## config.mk

```make
export PLATFORM = sky130hd
export DESIGN_NAME = jtsdram_test_seq
export DESIGN_NICKNAME = d
export VERILOG_FILES = /design/src/rtl/jtsdram_test_seq.sv
export SDC_FILE = /design/constraint.sdc
export NUM_CORES = 1
export LEC_CHECK = 0
export CELL_PAD_IN_SITES_DETAIL_PLACEMENT = 1
export CELL_PAD_IN_SITES_GLOBAL_PLACEMENT = 2
export CORE_MARGIN = 3
export CORE_UTILIZATION = 36
export DETAILED_ROUTE_END_ITERATION = 7
export GPL_TIMING_DRIVEN = 0
export PLACE_DENSITY = 0.87
export SYNTH_ARGS = -nofsm -noshare
export SYNTH_HDL_FRONTEND = slang
export SYNTH_SLANG_ARGS = --single-unit
```

## constraint.sdc

```tcl
create_clock -name clk -period 4.8 [get_ports clk]
set_input_delay 0.96 -clock clk [delete_from_list [all_inputs] [get_ports clk]]
set_output_delay 0.96 -clock clk [all_outputs]
set_load 0.02 [all_outputs]
```

## src/rtl/jtsdram_test_seq.sv

```systemverilog
`default_nettype none
// ============================================================================
// jtsdram_test_seq : launches the JTSDRAM bank checkers one at a time or all
//                    together, repeats passes and collects sticky results.
// Revision: 1.0
// ============================================================================
module jtsdram_test_seq #(
    parameter int BANKS = 4,
    parameter int TOW   = 24
) (
    input  logic             clk,
    input  logic             rst,
    input  logic             go,
    input  logic             abort,
    input  logic [BANKS-1:0] mask,
    input  logic             concurrent,
    input  logic             slow_en,
    input  logic [7:0]       npass,
    input  logic [BANKS-1:0] bank_done,
    input  logic [BANKS-1:0] bank_bad,
    output logic [BANKS-1:0] start,
    output logic             slow,
    output logic             busy,
    output logic             finished,
    output logic [7:0]       pass_cnt,
    output logic [BANKS-1:0] bad_flags,
    output logic [BANKS-1:0] tout_flags,
    output logic [1:0]       cur_bank,
    output logic             ok
);

    typedef enum logic [2:0] {
        S_IDLE   = 3'd0,
        S_LAUNCH = 3'd1,
        S_ARM    = 3'd2,
        S_WAIT   = 3'd3,
        S_NEXT   = 3'd4,
        S_FINISH = 3'd5
    } state_t;

    localparam logic [TOW-1:0] c_tout_max = '1;

    function automatic logic [1:0] lowest(input logic [BANKS-1:0] v);
        lowest = 2'd0;
        for (int i = BANKS - 1; i >= 0; i--)
            if (v[i]) lowest = 2'(i);
    endfunction

    function automatic logic [BANKS-1:0] onehot(input logic [1:0] b);
        onehot = '0;
        for (int i = 0; i < BANKS; i++)
            if (b == 2'(i)) onehot[i] = 1'b1;
    endfunction

    function automatic logic [BANKS-1:0] above(input logic [1:0] b);
        above = '0;
        for (int i = 0; i < BANKS; i++)
            if (2'(i) > b) above[i] = 1'b1;
    endfunction

    state_t           r_state, w_state_n;
    logic [BANKS-1:0] r_mask, w_mask_n;
    logic             r_conc, w_conc_n;
    logic             r_slow_en, w_slow_en_n;
    logic [7:0]       r_npass, w_npass_n;
    logic [TOW-1:0]   r_tcnt, w_tcnt_n, w_tcnt_inc;

    logic [BANKS-1:0] r_start, w_start_n;
    logic             r_slow, w_slow_n;
    logic             r_busy, w_busy_n;
    logic             r_fin, w_fin_n;
    logic [7:0]       r_pass, w_pass_n, w_pass_inc;
    logic [BANKS-1:0] r_bad, w_bad_n;
    logic [BANKS-1:0] r_tout, w_tout_n;
    logic [1:0]       r_cur, w_cur_n;
    logic             r_ok, w_ok_n;

    logic [BANKS-1:0] w_cur_oh, w_launch, w_pending, w_higher;

    always_comb begin
        w_state_n   = r_state;
        w_mask_n    = r_mask;
        w_conc_n    = r_conc;
        w_slow_en_n = r_slow_en;
        w_npass_n   = r_npass;
        w_tcnt_n    = r_tcnt;
        w_start_n   = '0;
        w_slow_n    = r_slow;
        w_pass_n    = r_pass;
        w_bad_n     = r_bad;
        w_tout_n    = r_tout;
        w_cur_n     = r_cur;

        w_cur_oh   = onehot(r_cur);
        // Timed-out banks are never relaunched; their slot simply completes.
        w_launch   = r_conc ? (r_mask & ~r_tout) : (w_cur_oh & ~r_tout);
        w_pending  = r_conc ? (r_mask & ~r_tout & ~bank_done) : (w_cur_oh & ~bank_done);
        w_higher   = r_mask & above(r_cur);
        w_tcnt_inc = (r_tcnt == c_tout_max) ? r_tcnt : r_tcnt + 1'b1;
        w_pass_inc = (r_pass == 8'hFF) ? r_pass : r_pass + 8'd1;

        case (r_state)
            S_IDLE, S_FINISH: begin
                if (go) begin
                    w_mask_n    = mask;
                    w_conc_n    = concurrent;
                    w_slow_en_n = slow_en;
                    w_npass_n   = npass;
                    w_pass_n    = 8'd0;
                    w_bad_n     = '0;
                    w_tout_n    = '0;
                    w_slow_n    = 1'b0;
                    w_cur_n     = concurrent ? 2'd0 : lowest(mask);
                    w_state_n   = (mask == '0) ? S_FINISH : S_LAUNCH;
                end
            end
            S_LAUNCH: begin
                w_tcnt_n  = '0;
                w_start_n = w_launch;
                w_state_n = (w_launch == '0) ? S_NEXT : S_ARM;
            end
            // Checkers clear done on the edge that samples start, so done is
            // not trustworthy until the following cycle.
            S_ARM: w_state_n = S_WAIT;
            S_WAIT: begin
                w_bad_n  = r_bad | (bank_bad & r_mask);
                w_tcnt_n = w_tcnt_inc;
                if (w_pending == '0) begin
                    w_state_n = S_NEXT;
                end else if (w_tcnt_inc == c_tout_max) begin
                    w_tout_n  = r_tout | w_pending;
                    w_state_n = S_NEXT;
                end
            end
            S_NEXT: begin
                if (!r_conc && w_higher != '0) begin
                    w_cur_n   = lowest(w_higher);
                    w_state_n = S_LAUNCH;
                end else begin
                    w_pass_n = w_pass_inc;
                    if (r_npass != 8'd0 && w_pass_inc >= r_npass) begin
                        w_state_n = S_FINISH;
                    end else begin
                        w_cur_n   = r_conc ? 2'd0 : lowest(r_mask);
                        w_slow_n  = r_slow_en & w_pass_inc[0];
                        w_state_n = S_LAUNCH;
                    end
                end
            end
            default: w_state_n = S_IDLE;
        endcase

        if (abort) begin
            w_state_n = S_IDLE;
            w_start_n = '0;
            w_slow_n  = 1'b0;
        end

        w_busy_n = (w_state_n != S_IDLE) && (w_state_n != S_FINISH);
        w_fin_n  = (r_state == S_FINISH) && !go && !abort;
        w_ok_n   = w_fin_n && (w_bad_n == '0) && (w_tout_n == '0);
    end

    always_ff @(posedge clk or posedge rst) begin
        if (rst) begin
            r_state   <= S_IDLE;
            r_mask    <= '0;
            r_conc    <= 1'b0;
            r_slow_en <= 1'b0;
            r_npass   <= 8'd0;
            r_tcnt    <= '0;
            r_start   <= '0;
            r_slow    <= 1'b0;
            r_busy    <= 1'b0;
            r_fin     <= 1'b0;
            r_pass    <= 8'd0;
            r_bad     <= '0;
            r_tout    <= '0;
            r_cur     <= 2'd0;
            r_ok      <= 1'b0;
        end else begin
            r_state   <= w_state_n;
            r_mask    <= w_mask_n;
            r_conc    <= w_conc_n;
            r_slow_en <= w_slow_en_n;
            r_npass   <= w_npass_n;
            r_tcnt    <= w_tcnt_n;
            r_start   <= w_start_n;
            r_slow    <= w_slow_n;
            r_busy    <= w_busy_n;
            r_fin     <= w_fin_n;
            r_pass    <= w_pass_n;
            r_bad     <= w_bad_n;
            r_tout    <= w_tout_n;
            r_cur     <= w_cur_n;
            r_ok      <= w_ok_n;
        end
    end

    assign start      = r_start;
    assign slow       = r_slow;
    assign busy       = r_busy;
    assign finished   = r_fin;
    assign pass_cnt   = r_pass;
    assign bad_flags  = r_bad;
    assign tout_flags = r_tout;
    assign cur_bank   = r_cur;
    assign ok         = r_ok;

endmodule
`default_nettype wire
```

**Yosys cells after proc, flatten, opt, wreduce, memory -nomap -nowiden**

Index checks and enable logic that the tools add are counted.

- Add/sub/neg operators: 2
- Magnitude comparators: 5
- Equal/unequal tests: 18
- Multiplexer cells: 56
- Bitwise operators: 11
- Reduce and logical (&&, ||, !) cells: 28

Operator list:

| kind | number |
|---|---|
| 24-bit equality test (second input constant) | 2 |
| 24-bit case mux with 2 select lines | 1 |
| 2-bit two-way mux | 17 |
| 4-bit two-way mux | 8 |
| 24-bit by 1-bit adder with 24-bit output (second input constant) | 1 |
| 4-bit bitwise AND | 6 |
| 24-bit two-way mux | 1 |
| 3-bit two-way mux | 8 |
| 8-bit two-way mux | 3 |
| 4-bit zero test | 5 |
| 4-bit case mux with 2 select lines | 2 |
| 8-bit case mux with 2 select lines | 1 |
| 3-bit != test (second input constant) | 5 |
| 3-bit case mux with 5 select lines | 1 |
| 1-bit two-way mux | 12 |
| 8-bit by 1-bit adder with 8-bit output (second input constant) | 1 |
| 8-bit equality test (second input constant) | 1 |
| 8-bit >= comparator | 1 |
| 4-bit NOT | 2 |
| 4-bit OR | 2 |
| 8-bit nonzero test | 1 |
| 1-bit logical AND | 7 |
| 3-bit by 2-bit equality test with 1-bit output (second input constant) | 2 |
| 3-bit equality test (second input constant) | 2 |
| other kinds (19) | 28 |

- Register bits: 67
- Input bits: 26
- Output and inout bits: 26
- Word-level logic and storage cells: 135

**Longest topological paths before layout**

- Depth in word-level cells: 10
- Gate-level depth with buffers: 14
- Mapped depth without buffers: 14

**Worst setup path before layout**

OpenSTA, ideal clock, no wires.

- Path kind: reg-to-reg
- Start point: register r_pass[0], in the netlist pass_cnt[0]
- End point: register r_cur[1], in the netlist cur_bank[1]
- Setup time: 0.127 ns
- Data arrival time: 2.832 ns
- Required time: 4.673 ns
- Slack: 1.840 ns
- Stages on the path, launching flop included: 13
- Buffers on the path: 0
- Period minus slack after synthesis: 2.960 ns
- Path through: dfrtp_1 -> ha_1 -> nand2_1 -> nor2_1 -> a31oi_1 -> nand3_1 -> xnor2_1 -> ha_1 -> a2111oi_0 -> a21oi_1 -> a221o_1 -> nand2_1 -> o21ai_0

- Cells in the longest elaborated chain, start to end: 6
- Elaborated cells between the ends (all ways): 7
- Those cells by class: add/sub: 1; order compare: 1; eq/ne: 2; mux: 1; reduce/logical: 2

RTL lines:

| what | line | text |
|---|---|---|
| from (decl) | 72 | `logic [7:0] r_pass, w_pass_n, w_pass_inc;` |
| from (signal assigned) | 192 | `r_pass <= w_pass_n;` |
| 8-bit by 1-bit adder with 8-bit output / 8-bit equality test (equally long branches) | 100 | `w_pass_inc = (r_pass == 8'hFF) ? r_pass : r_pass + 8'd1;` |
| 8-bit two-way mux (*) | 100 |  |
| 8-bit >= comparator (*) | 141 | `if (r_npass != 8'd0 && w_pass_inc >= r_npass) begin` |
| 1-bit logical AND (*) | 141 |  |
| 3-bit != test (no source line) (*) | n/a |  |
| 3-bit AND reduction (no source line) (*) | n/a |  |
| to (signal assigned) | 195 | `r_cur <= w_cur_n;` |
| to (decl) | 75 | `logic [1:0] r_cur, w_cur_n;` |

Every way passes the cells marked *; elsewhere a longest branch is shown, timed or not.
A chain may end at the register's enable or synchronous reset.

**Worst setup path in the final report**

Same ends and word-level chain as after synthesis.

==> impl_metrics.toml <==
[status]
run_status = "complete, no violations"

[setup_path]
worst_setup_path_end_kind = "register"
crit_path_start_kind = "register"
path_max_fanout = 6
worstRegToRegCells = 12
reg2reg_from = "pass_cnt[0]"
cp.arrival_ns = 3.62
worstPathRequired_ns = 5.01
r2r_slack_ns = 1.40
timing.setup.critical_path_class = "reg2reg"
critical_path.reg2reg.endpoint = "cur_bank[1]"

[synth]
syn_avg_cell_area_um2 = 8.688
synthMostInstantiatedCell = "sky130_fd_sc_hd__dfrtp_1"
post_synth_num_cell_types = 64
ys_ff_latch = 67
post-synth-top-area-fraction = 0.4020
synth_top_cells_by_count = "sky130_fd_sc_hd__dfrtp_1, sky130_fd_sc_hd__nand2_1, sky130_fd_sc_hd__o21ai_0"
post_synth_inst_count = 480
syn_area_um2 = 4170
synth_ff_type = "sky130_fd_sc_hd__dfrtp_1"
synthArstFlopShare = 1.000
yosysSeqAreaShare = 0.4020
synth.area.top_cells = "sky130_fd_sc_hd__dfrtp_1, sky130_fd_sc_hd__nand2_1, sky130_fd_sc_hd__o21ai_0, sky130_fd_sc_hd__a21oi_1, sky130_fd_sc_hd__ha_1"
ys_warn_count = 0
nets_in_the_synthesized_netlist = 516
synth_enable_flop_cells = 0
synthDominantAreaCellType = "sky130_fd_sc_hd__dfrtp_1"

[grt]
grt_first_pass_wirelength_um = 22300
initial_antenna_violation_count = 0
grt_start_max_net_pins = 68
remaining_global_route_overflow = 0
groute.usage.overall = 0.2176
number_of_global_route_vias_before_repair = 4192

[route]
met3WireLength_um = 639
iter_0_drt_violations = 228
dr.pass1.iters = 4
ant_nets = 0
routed-wl-met2_um = 6344
maxUsedRoutingLayer = "met4"
m1WireLength_um = 6299
post-route-drc-count = 0
route.detailed.vias_per_inst = 5.827
detail_route.wl_per_cell_um = 19.60
routed-via-count = 4003
finalWirelength_um = 13460

[cts]
cts-root-buf = "sky130_fd_sc_hd__clkbuf_16"
clkSlewWorstSetupHoldPaths_ns = 0.06
num_clock_sinks = 67
cts.htree.levels = 3
resized_after_cts = 0
cts_hold_repair.buffers = 0
cts_tree = "done"
cts_buffer_depth = 2
insertion_delay_ns = 0.34
post_cts_buffers = 0
cts_inserted_buffers = 9

[pwr]
post-layout-total-power_uw = 2315
power_frac_comb = 0.373
power.switching_fraction = 0.4035
internal_pwr_total_uw = 1381
power.static_leakage_uw = 0.002140
p_sw_uw = 934.2
pwr-share-clk = 0.288
ir_drop_uv = 379.6
power_density_nw_per_um2 = 449.2
power_frac_seq = 0.338

[sta]
tightestPinTransition_ns = 0.8636
final-hold-violation-count = 0
achievable-frequency_mhz = 293.8
maxSlewHeadroom = 0.4243
rsz0062_at_grt = "no"
finalSetupViolations = 0
final_period_minus_worst_setup_slack_ns = 3.404
finalCritPeriodShare = 0.7091
final_clock_skew_ns = 0.007092
slew_violations = 0
totalNegativeSetupSlack_ns = 0

[finish]
sequential_cell_area_um2 = 1677
post_route_cells_drive_above_1_share = 0.08044
final.fill_count = 1332
n_antenna_cell = 0
multiInputGateArea_um2 = 2308
layout.nets = 578
area_growth_pct = 23.58

[worst_hold_path]
min-delay-path-class = "reg2reg"
min_path_cells = 1
timing.hold.worst.start = "r_tcnt[20]"
min_to = "r_tcnt[20]"

[floorplan]
row_count = 38
dieWidth_um = 113.6
die_height_um = 113.6
initial_core_utilization = 0.3764
num_io_pins = 52
die_area_um2 = 12910
placeableCoreArea_um2 = 11080

[run]
maxCapViolations = 0

[placement]
port-buffer-count = 51
placer_s_final_routability_congestion_estimate = 0.8471
dp.final_hpwl_um = 9750
==> state kept, by name (all words and copies together) (netlist names) <==
register / cells
r_conc: 1
r_tcnt: 24
slow: 1
r_slow_en: 1
start: 4
tout_flags: 4
finished: 1
bad_flags: 4
r_npass: 8
ok: 1
r_state: 3
cur_bank: 2
pass_cnt: 8
r_mask: 4
busy: 1
==> worst max-delay path by stage <==
stage / start / end / slack [ns] / depth (start not counted)
2_1_floorplan: pass_cnt[0] / cur_bank[1] / 1.84 / 12
3_3_place_gp: rst / pass_cnt[6] / 0.84 / 2
3_5_place_dp: pass_cnt[0] / cur_bank[0] / 1.38 / 12
4_1_cts: pass_cnt[0] / cur_bank[1] / 1.36 / 12
5_1_grt: pass_cnt[0] / cur_bank[1] / 1.02 / 12
6_report: pass_cnt[0] / cur_bank[1] / 1.40 / 12
==> power by group through the flow <==
stage	logic, uW	clock network, uW	registers (uW)
global route	968	705	802
global placement	823	0	784
floorplan	528	0	784
CTS	868	685	782
finish	864	668	783
detailed placement	861	0	789
==> per-layer routing <==
layer  vias to the layer above  global-route usage
met5                         -                   0
met4                         0             0.04888
met3                        15             0.05464
met2                        77              0.3585
met1                      2009              0.2895
li1                       1902                   -
==> cell type report <==
type / instances / share of cell area
plain buffers: 26 / 0.02136
clock buffers: 10 / 0.04443
clock inverters: 6 / 0.01287
inverters: 20 / 0.01505
multi-input cells: 367 / 0.4479
flip-flops and latches: 67 / 0.3253
well taps: 140 / 0.03399
repair buffers: 51 / 0.09905
==> cell families (layout without fill, tap and decap cells) <==
kind of cell               count (synthesis)  after routing  synth area share
buffers and inverters                     46            113           0.04440
xor gates and xnor gates                  10             10           0.02100
adders and majority gates                 10             10           0.03000
AOI/OAI and AO/OA                        149            149            0.2406
muxes                                      5              5           0.01230
and+or+nand+nor                          193            193            0.2496
DFF                                       67             67            0.4020
==> cells in the final DEF (no fill, tap or decap), drive strengths merged, types with 3 or more instances in the layout <==
cell,count
a211oi,3
a21o,5
a21oi,32
a22o,11
a31oi,7
a32o,3
and3,9
and4,4
buf,7
clkbuf,29
clkdlybuf4s50,51
clkinvlp,3
dfrtp,67
ha,10
inv,20
mux2i,4
nand2,67
nand2b,6
nand3,23
nand4,14
nor2,33
nor2b,3
nor3,9
nor4,8
o211ai,4
o21a,7
o21ai,39
o31ai,16
or3,4
xnor2,5
xor2,5
==> through the flow <==
stage	util	hold slack [ns]	instance area [um2]	setup WS, ns	cells
3_3_place_gp	0.4383	0.4654	4856	0.8415	671
6_report	0.4652	0.4961	5154	1.396	687
5_1_grt	0.4652	0.5297	5154	1.017	687
4_1_cts	0.4652	0.5094	5154	1.360	687
2_1_floorplan	-	0.4456	4170	1.840	480
3_5_place_dp	0.4386	0.4962	4858	1.385	671
==> worst max-delay path, cell delays in order, from the launching register on <==
cell                        delay, ns
sky130_fd_sc_hd__dfrtp_1         0.44
sky130_fd_sc_hd__ha_1            0.27
sky130_fd_sc_hd__nand2_1         0.10
sky130_fd_sc_hd__nor2_1          0.08
sky130_fd_sc_hd__a31oi_1         0.38
sky130_fd_sc_hd__nand3_1         0.15
sky130_fd_sc_hd__xnor2_1         0.24
sky130_fd_sc_hd__ha_1            0.29
sky130_fd_sc_hd__a2111oi_0       0.44
sky130_fd_sc_hd__a21oi_1         0.25
sky130_fd_sc_hd__a221o_1         0.46
sky130_fd_sc_hd__nand2_1         0.09
sky130_fd_sc_hd__o21ai_0         0.09
Note: power is estimated with default switching activity, not from simulation.
